## src/rtl/pc_dbg_pkg.sv

```systemverilog
// Shared encodings for the fetch-stage program counter and its debug FSM.
package pc_dbg_pkg;

  localparam int unsigned StateW = 2;

  // 2'b11 is unused and decodes to halted behaviour.
  typedef enum logic [StateW-1:0] {
    PC_RUN    = 2'b00,
    PC_STEP   = 2'b01,
    PC_HALTED = 2'b10
  } pc_state_e;

endpackage

```

## src/rtl/sat_counter.sv

```systemverilog
// Saturating up-counter with enable and synchronous clear, updated on the falling edge.
module sat_counter #(
  parameter int unsigned WIDTH = 16
) (
  input  logic             clk,
  input  logic             clr,
  input  logic             en,
  output logic [WIDTH-1:0] count
);

  logic [WIDTH-1:0] cnt_q, cnt_d;

  always_comb begin
    cnt_d = cnt_q;
    if (clr) begin
      cnt_d = '0;
    end else if (en && (cnt_q != '1)) begin
      cnt_d = cnt_q + WIDTH'(1);
    end
  end

  always_ff @(negedge clk) begin
    cnt_q <= cnt_d;
  end

  assign count = cnt_q;

endmodule

```

## src/rtl/pc_debug_ctrl.sv

```systemverilog
// Fetch program counter with run / single-step / halted debug control, one breakpoint
// and a saturating retired-fetch counter. All state updates on the falling edge.
module pc_debug_ctrl
  import pc_dbg_pkg::*;
#(
  parameter int unsigned    ADDR_W     = 8,
  parameter logic [ADDR_W-1:0] RESET_ADDR = '0,
  parameter int unsigned    INCR       = 1,
  parameter int unsigned    CNT_W      = 16
) (
  input  logic              clk,
  input  logic              reset,
  input  logic              dbg_reset,
  input  logic              stall,
  input  logic              redirect_valid,
  input  logic [ADDR_W-1:0] redirect_addr,
  input  logic              halt_instr,
  input  logic              dbg_mode,
  input  logic              dbg_step,
  input  logic              dbg_resume,
  input  logic              bp_en,
  input  logic [ADDR_W-1:0] bp_addr,
  output logic [ADDR_W-1:0] pc,
  output logic [ADDR_W-1:0] pc_next,
  output logic              advance,
  output logic              halted,
  output logic [1:0]        state,
  output logic [CNT_W-1:0]  fetch_cnt
);

  logic              rst;
  logic [ADDR_W-1:0] pc_q;
  pc_state_e         state_q, state_d;
  logic              step_pend_q, step_pend_d;
  logic              bp_skip_q, bp_skip_d;
  logic              bp_hit;
  logic              stop;

  assign rst     = reset | dbg_reset;
  assign pc_next = redirect_valid ? redirect_addr : pc_q + ADDR_W'(INCR);
  assign bp_hit  = bp_en && (pc_q == bp_addr) && !bp_skip_q;
  assign stop    = halt_instr | bp_hit;

  always_ff @(negedge clk) begin
    if (rst) begin
      pc_q        <= RESET_ADDR;
      state_q     <= PC_RUN;
      step_pend_q <= 1'b0;
      bp_skip_q   <= 1'b0;
    end else begin
      if (advance) pc_q <= pc_next;
      state_q     <= state_d;
      step_pend_q <= step_pend_d;
      bp_skip_q   <= bp_skip_d;
    end
  end

  always_comb begin
    state_d = state_q;
    case (state_q)
      PC_RUN: begin
        if (stop)          state_d = PC_HALTED;
        else if (dbg_mode) state_d = PC_STEP;
      end
      PC_STEP: begin
        if (stop)           state_d = PC_HALTED;
        else if (!dbg_mode) state_d = PC_RUN;
      end
      default: begin
        if (dbg_resume) state_d = dbg_mode ? PC_STEP : PC_RUN;
      end
    endcase
  end

  always_comb begin
    advance     = 1'b0;
    step_pend_d = step_pend_q;
    bp_skip_d   = bp_skip_q;
    case (state_q)
      PC_RUN: begin
        if (!stop && !dbg_mode) advance = ~stall;
      end
      PC_STEP: begin
        if (stop || !dbg_mode) begin
          step_pend_d = 1'b0;
        end else begin
          advance = (dbg_step | step_pend_q) & ~stall;
          // A step requested during a stall is remembered; further requests are dropped.
          if (advance)       step_pend_d = 1'b0;
          else if (dbg_step) step_pend_d = 1'b1;
        end
      end
      default: begin
        step_pend_d = 1'b0;
        if (dbg_resume) bp_skip_d = 1'b1;
      end
    endcase
    if (advance) bp_skip_d = 1'b0;
  end

  assign pc     = pc_q;
  assign state  = state_q;
  assign halted = (state_q != PC_RUN) && (state_q != PC_STEP);

  sat_counter #(
    .WIDTH(CNT_W)
  ) u_fetch_cnt (
    .clk  (clk),
    .clr  (rst),
    .en   (advance),
    .count(fetch_cnt)
  );

endmodule
```

## config.mk

```make
export PLATFORM = sky130hd
export DESIGN_NAME = pc_debug_ctrl
export DESIGN_NICKNAME = d
export VERILOG_FILES = /design/src/rtl/pc_dbg_pkg.sv /design/src/rtl/sat_counter.sv /design/src/rtl/pc_debug_ctrl.sv
export SDC_FILE = /design/constraint.sdc
export NUM_CORES = 1
export LEC_CHECK = 0
export ABC_AREA = 0
export BUFFER_PORTS_ARGS = -buffer_cell sky130_fd_sc_hd__buf_4
export CAP_MARGIN = 40
export CORE_MARGIN = 10
export CORE_UTILIZATION = 35
export DETAILED_ROUTE_END_ITERATION = 6
export GPL_ROUTABILITY_DRIVEN = 0
export REMOVE_ABC_BUFFERS = 1
export SYNTH_ARGS = -nofsm -noshare
export SYNTH_HDL_FRONTEND = slang
export SYNTH_SLANG_ARGS = --single-unit
```

## constraint.sdc

```tcl
create_clock -name clk -period 5.6 [get_ports clk]
set_input_delay 0.56 -clock clk [delete_from_list [all_inputs] [get_ports clk]]
set_output_delay 0.56 -clock clk [all_outputs]
set_load 0.005 [all_outputs]
```

### Yosys cells after proc, flatten, opt, wreduce, memory -nomap -nowiden

Cells that the tools add are included.

| storage, ports and cells | value |
|---|---|
| register bits | 28 |
| input bits | 26 |
| output and inout bits | 36 |
| word-level logic and storage cells | 53 |

| cells by class | value |
|---|---|
| add/sub/neg operators | 2 |
| eq/ne operators | 7 |
| muxes and demuxes | 15 |
| bitwise gates (word level) | 7 |
| reduce and logical (&&, ||, !) cells | 17 |

Operators with widths:

| kind | count |
|---|---|
| adder 16 x 1 -> 16 bit, second input constant | 1 |
| != test 16 bit, second input constant | 1 |
| 2-to-1 mux 2 bit | 5 |
| adder 8 x 1 -> 8 bit, second input constant | 1 |
| equality test 8 bit | 1 |
| 2-to-1 mux 8 bit | 1 |
| 2-to-1 mux 1 bit | 6 |
| != test 3 bit, second input constant | 2 |
| logical AND 1 bit | 5 |
| != test 4 bit, second input constant | 1 |
| case mux 1 bit (2 select lines) | 2 |
| case mux 2 bit (2 select lines) | 1 |
| AND reduction 2 bit | 2 |
| OR reduction 2 bit | 2 |
| logical NOT 1 bit | 3 |
| NOT 1 bit | 3 |
| bitwise OR 1 bit | 3 |
| AND reduction 3 bit | 1 |
| nonzero test 3 bit | 1 |
| equality test 2 x 1 -> 1 bit, second input constant | 1 |
| logical NOT 2 bit | 1 |
| != test 2 x 1 -> 1 bit, second input constant | 1 |
| nonzero test 2 bit | 1 |
| AND 1 bit | 1 |
| logical OR 1 bit | 1 |

### Longest topological paths before layout

| depth | value |
|---|---|
| depth after elaboration | 9 |
| depth in mapped cells | 8 |
| mapped depth without buffers | 6 |

### By module

From an unflattened synthesis, not the netlist that was laid out.

| second synthesis, totals | value |
|---|---|
| cells, all modules | 202 |
| area total of the unflattened synthesis | 1670.4 sq um |

By module, submodules not included:

| module | times used | cells an instance | area an instance (sq um) | seq. area each (sq um) |
|---|---|---|---|---|
| pc_debug_ctrl | 1 | 105 | 868.3 | 240.2 |
| sat_counter | 1 | 97 | 802.0 | 320.3 |

==> results.cfg <==
[outcome]
outcome = finished clean

[grt]
grt.busiest_layer = met2
grt_pass1_vias = 2052
grt_pass1_wl_um = 9450
grt-ovfl-total = 0
grtUsageMet1_pct = 16.1
antenna_found_initial = 0
grtUsageMet2_pct = 20.6
track_usage_pct = 13.0
grt_max_degree = 25
use_met3_pct = 4.69

[clock_network]
root_buffer = clkbuf_8
numCtsBuffers = 3
holdBufCountCts = 0
cts_tree = done
cts_setup_buffers = 0
cts.sinks = 28
clockBufferDepth = 2
clk_latency_ns = 0.35
cts_resized = 0
htree_levels = 1
clk_pin_slew_worst_paths_ns = 0.04

[setup_path]
cp.required_ns = 5.04
cp.arrival_ns = 4.82
worstReg2RegStart = u_fetch_cnt.count[0]
cp-start-kind = flop
crit_end = advance
path_class = reg -> out
reg2regPathDepth = 6
worst_r2r_endpoint = u_fetch_cnt.count[4]
crit_path_end_kind = output port
path_max_fanout = 7
crit_start = pc[5]
rrSetupSlack_ns = 3.27

[detailed_routing]
drtIter0Drc = 101
vias = 1972
drt_first_pass_iters = 4
wl_per_cell_um = 15.1
drt-total-wl_um = 5650
drcViolationCount = 0
antenna_left = 0
routed_via_density = 5.27

[layout]
diodes = 0
nFillCells = 487
area_growth_pct = 34.8
drive_above_1_share_pct = 25.1
register_area_sq_um = 561
nets = 336
multiInputGateArea_sq_um = 1110

[yosys]
netlist_instances = 228
syn_area_per_cell_sq_um = 7.84
ys_warn_count = 0
synth_edf_count = 0
async_flop_share_pct = 0
yosysUniqueCellTypes = 40
syn-cell-area_sq_um = 1790
ys_ff_latch = 28
seq_area_frac_synth_pct = 31.4
ys.flop_type = dfxtp_1

[power_and_ir_drop]
p_per_area_nw_per_um2 = 193
leakagePower_nw = 1.06
ir_drop_mv = 0.166

[sta]
setup_viol = 0
finalClockSkew_ns = 0.0147
final_hold_viol_count = 0
worstMarginPinSlew_ns = 0.767
fin_setup_tns_ns = 0
drv_slew = 0
relSlewSlack_pct = 48.8
hold_ws_ns = 0.481
rsz0062_at_grt = false

[place]
hpwlAfterDp_um = 4140
io_buffers = 61

[die]
initial_core_util_pct = 36.9
core_sq_um = 4850
die_y_um = 91.5
core.rowCount = 25
fp.dieW_um = 91.5
io_pins = 62
die_area_sq_um = 8370

[job]
drv_cap = 0

[min_path]
min_path_type = reg -> reg
[synthesized netlist by cell type (3+ instances only)]
cell type / instances / share of area [%]
nor2_1: 12 / 2.5
o31ai_1: 4 / 1.7
or4_1: 5 / 2.1
buf_2: 3 / 0.84
a31oi_1: 6 / 2.1
o21ai_0: 7 / 2.0
mux2i_1: 4 / 2.2
inv_1: 6 / 1.3
nor4_1: 6 / 2.1
a21oi_1: 20 / 5.6
or4bb_1: 3 / 1.9
clkbuf_1: 10 / 2.1
dfxtp_1: 28 / 31
buf_6: 4 / 2.5
nor3_1: 7 / 2.0
o41ai_1: 3 / 1.5
or3_1: 11 / 3.8
o21ai_1: 9 / 2.5
nand2_1: 17 / 3.6
nand3_1: 20 / 5.6
xor2_1: 9 / 4.4
nand4_1: 5 / 1.7
and3_1: 6 / 2.1
[cell type report]
class,instances,area share [%]
clock buffers,3,1.71
clock inverters,29,4.57
inverters,5,0.779
multi-input cells,177,46.0
flip-flops and latches,28,23.3
well taps,67,3.48
repair buffers,65,20.2
[worst min-delay path by stage]
stage / start / endpoint / slack (ns) / depth (start not counted)
2_1_floorplan: u_fetch_cnt.count[15] / u_fetch_cnt.count[15] / 0.47 / 2
3_3_place_gp: u_fetch_cnt.count[15] / u_fetch_cnt.count[15] / 0.48 / 2
3_5_place_dp: u_fetch_cnt.count[15] / u_fetch_cnt.count[15] / 0.48 / 2
4_1_cts: u_fetch_cnt.count[15] / u_fetch_cnt.count[15] / 0.49 / 2
5_1_grt: u_fetch_cnt.count[15] / u_fetch_cnt.count[15] / 0.51 / 2
6_report: u_fetch_cnt.count[15] / u_fetch_cnt.count[15] / 0.48 / 2
[metrics by stage]
stage / worst slack [ns] / power (W) / std cells / instance area, sq um / utilization [%]
finish: 0.218 / 0.000466 / 374 / 2410 / 49.7
CTS: 0.218 / 0.000474 / 374 / 2410 / 49.7
global route: 0.0846 / 0.000501 / 374 / 2410 / 49.7
global placement: 0.559 / 0.000303 / 343 / 2260 / 46.7
floorplan: 0.299 / 0.000267 / 211 / 1690 / -
detailed placement: 0.557 / 0.000303 / 343 / 2260 / 46.7
[report_power, final]
| group | total [W] | switching [W] | internal, W | leakage [nW] |
|---|---|---|---|---|
| Sequential | 0.000205 | 0.00000292 | 0.000202 | 0.226 |
| Combinational | 0.0000629 | 0.0000328 | 0.0000301 | 0.661 |
| Clock | 0.000198 | 0.000123 | 0.0000756 | 0.171 |
[worst max-delay path, stage by stage, from the launching register on]
cell	delay (ns)
dfxtp_1	0.46
xor2_1	0.12
or4b_4	0.57
o31ai_4	0.22
nor2_1	0.14
buf_4	0.16
[registers in the layout, indices dropped and copies added, names as in the netlist]
name and flops:
bp_skip_q 1, state 2, u_fetch_cnt.count 16, pc 8, step_pend_q 1
[layer usage]
layer / share of wire [%] / up-vias
met5: 0 / -
met1: 47 / 897
li1: - / 1013
met3: 6.5 / 2
met2: 46 / 60
met4: 0.39 / 0
[cell usage in the layout, fill, tap and decap left out, types with 7 or more instances in the layout]
cell / netlist / layout
nand2_1: 17 / 17
nor3_1: 7 / 7
o21ai_1: 9 / 9
inv_1: 6 / 33
nand3_1: 20 / 20
buf_4: 0 / 65
xor2_1: 9 / 9
o21ai_0: 7 / 7
a21oi_1: 20 / 20
or3_1: 11 / 11
nor2_1: 12 / 12
dfxtp_1: 28 / 28
[kinds of logic (layout without fill, tap and decap cells)]
group,Yosys count,count (layout),synth area share (%)
simple gates,99,99,30.5
compound gates,60,60,21.8
flops,28,28,31.4
buf+inv,23,102,6.72
xor+xnor,11,11,5.39
mux,5,5,2.87
fa+ha+maj,2,2,1.40
Note: power is estimated with default switching activity, not from simulation.
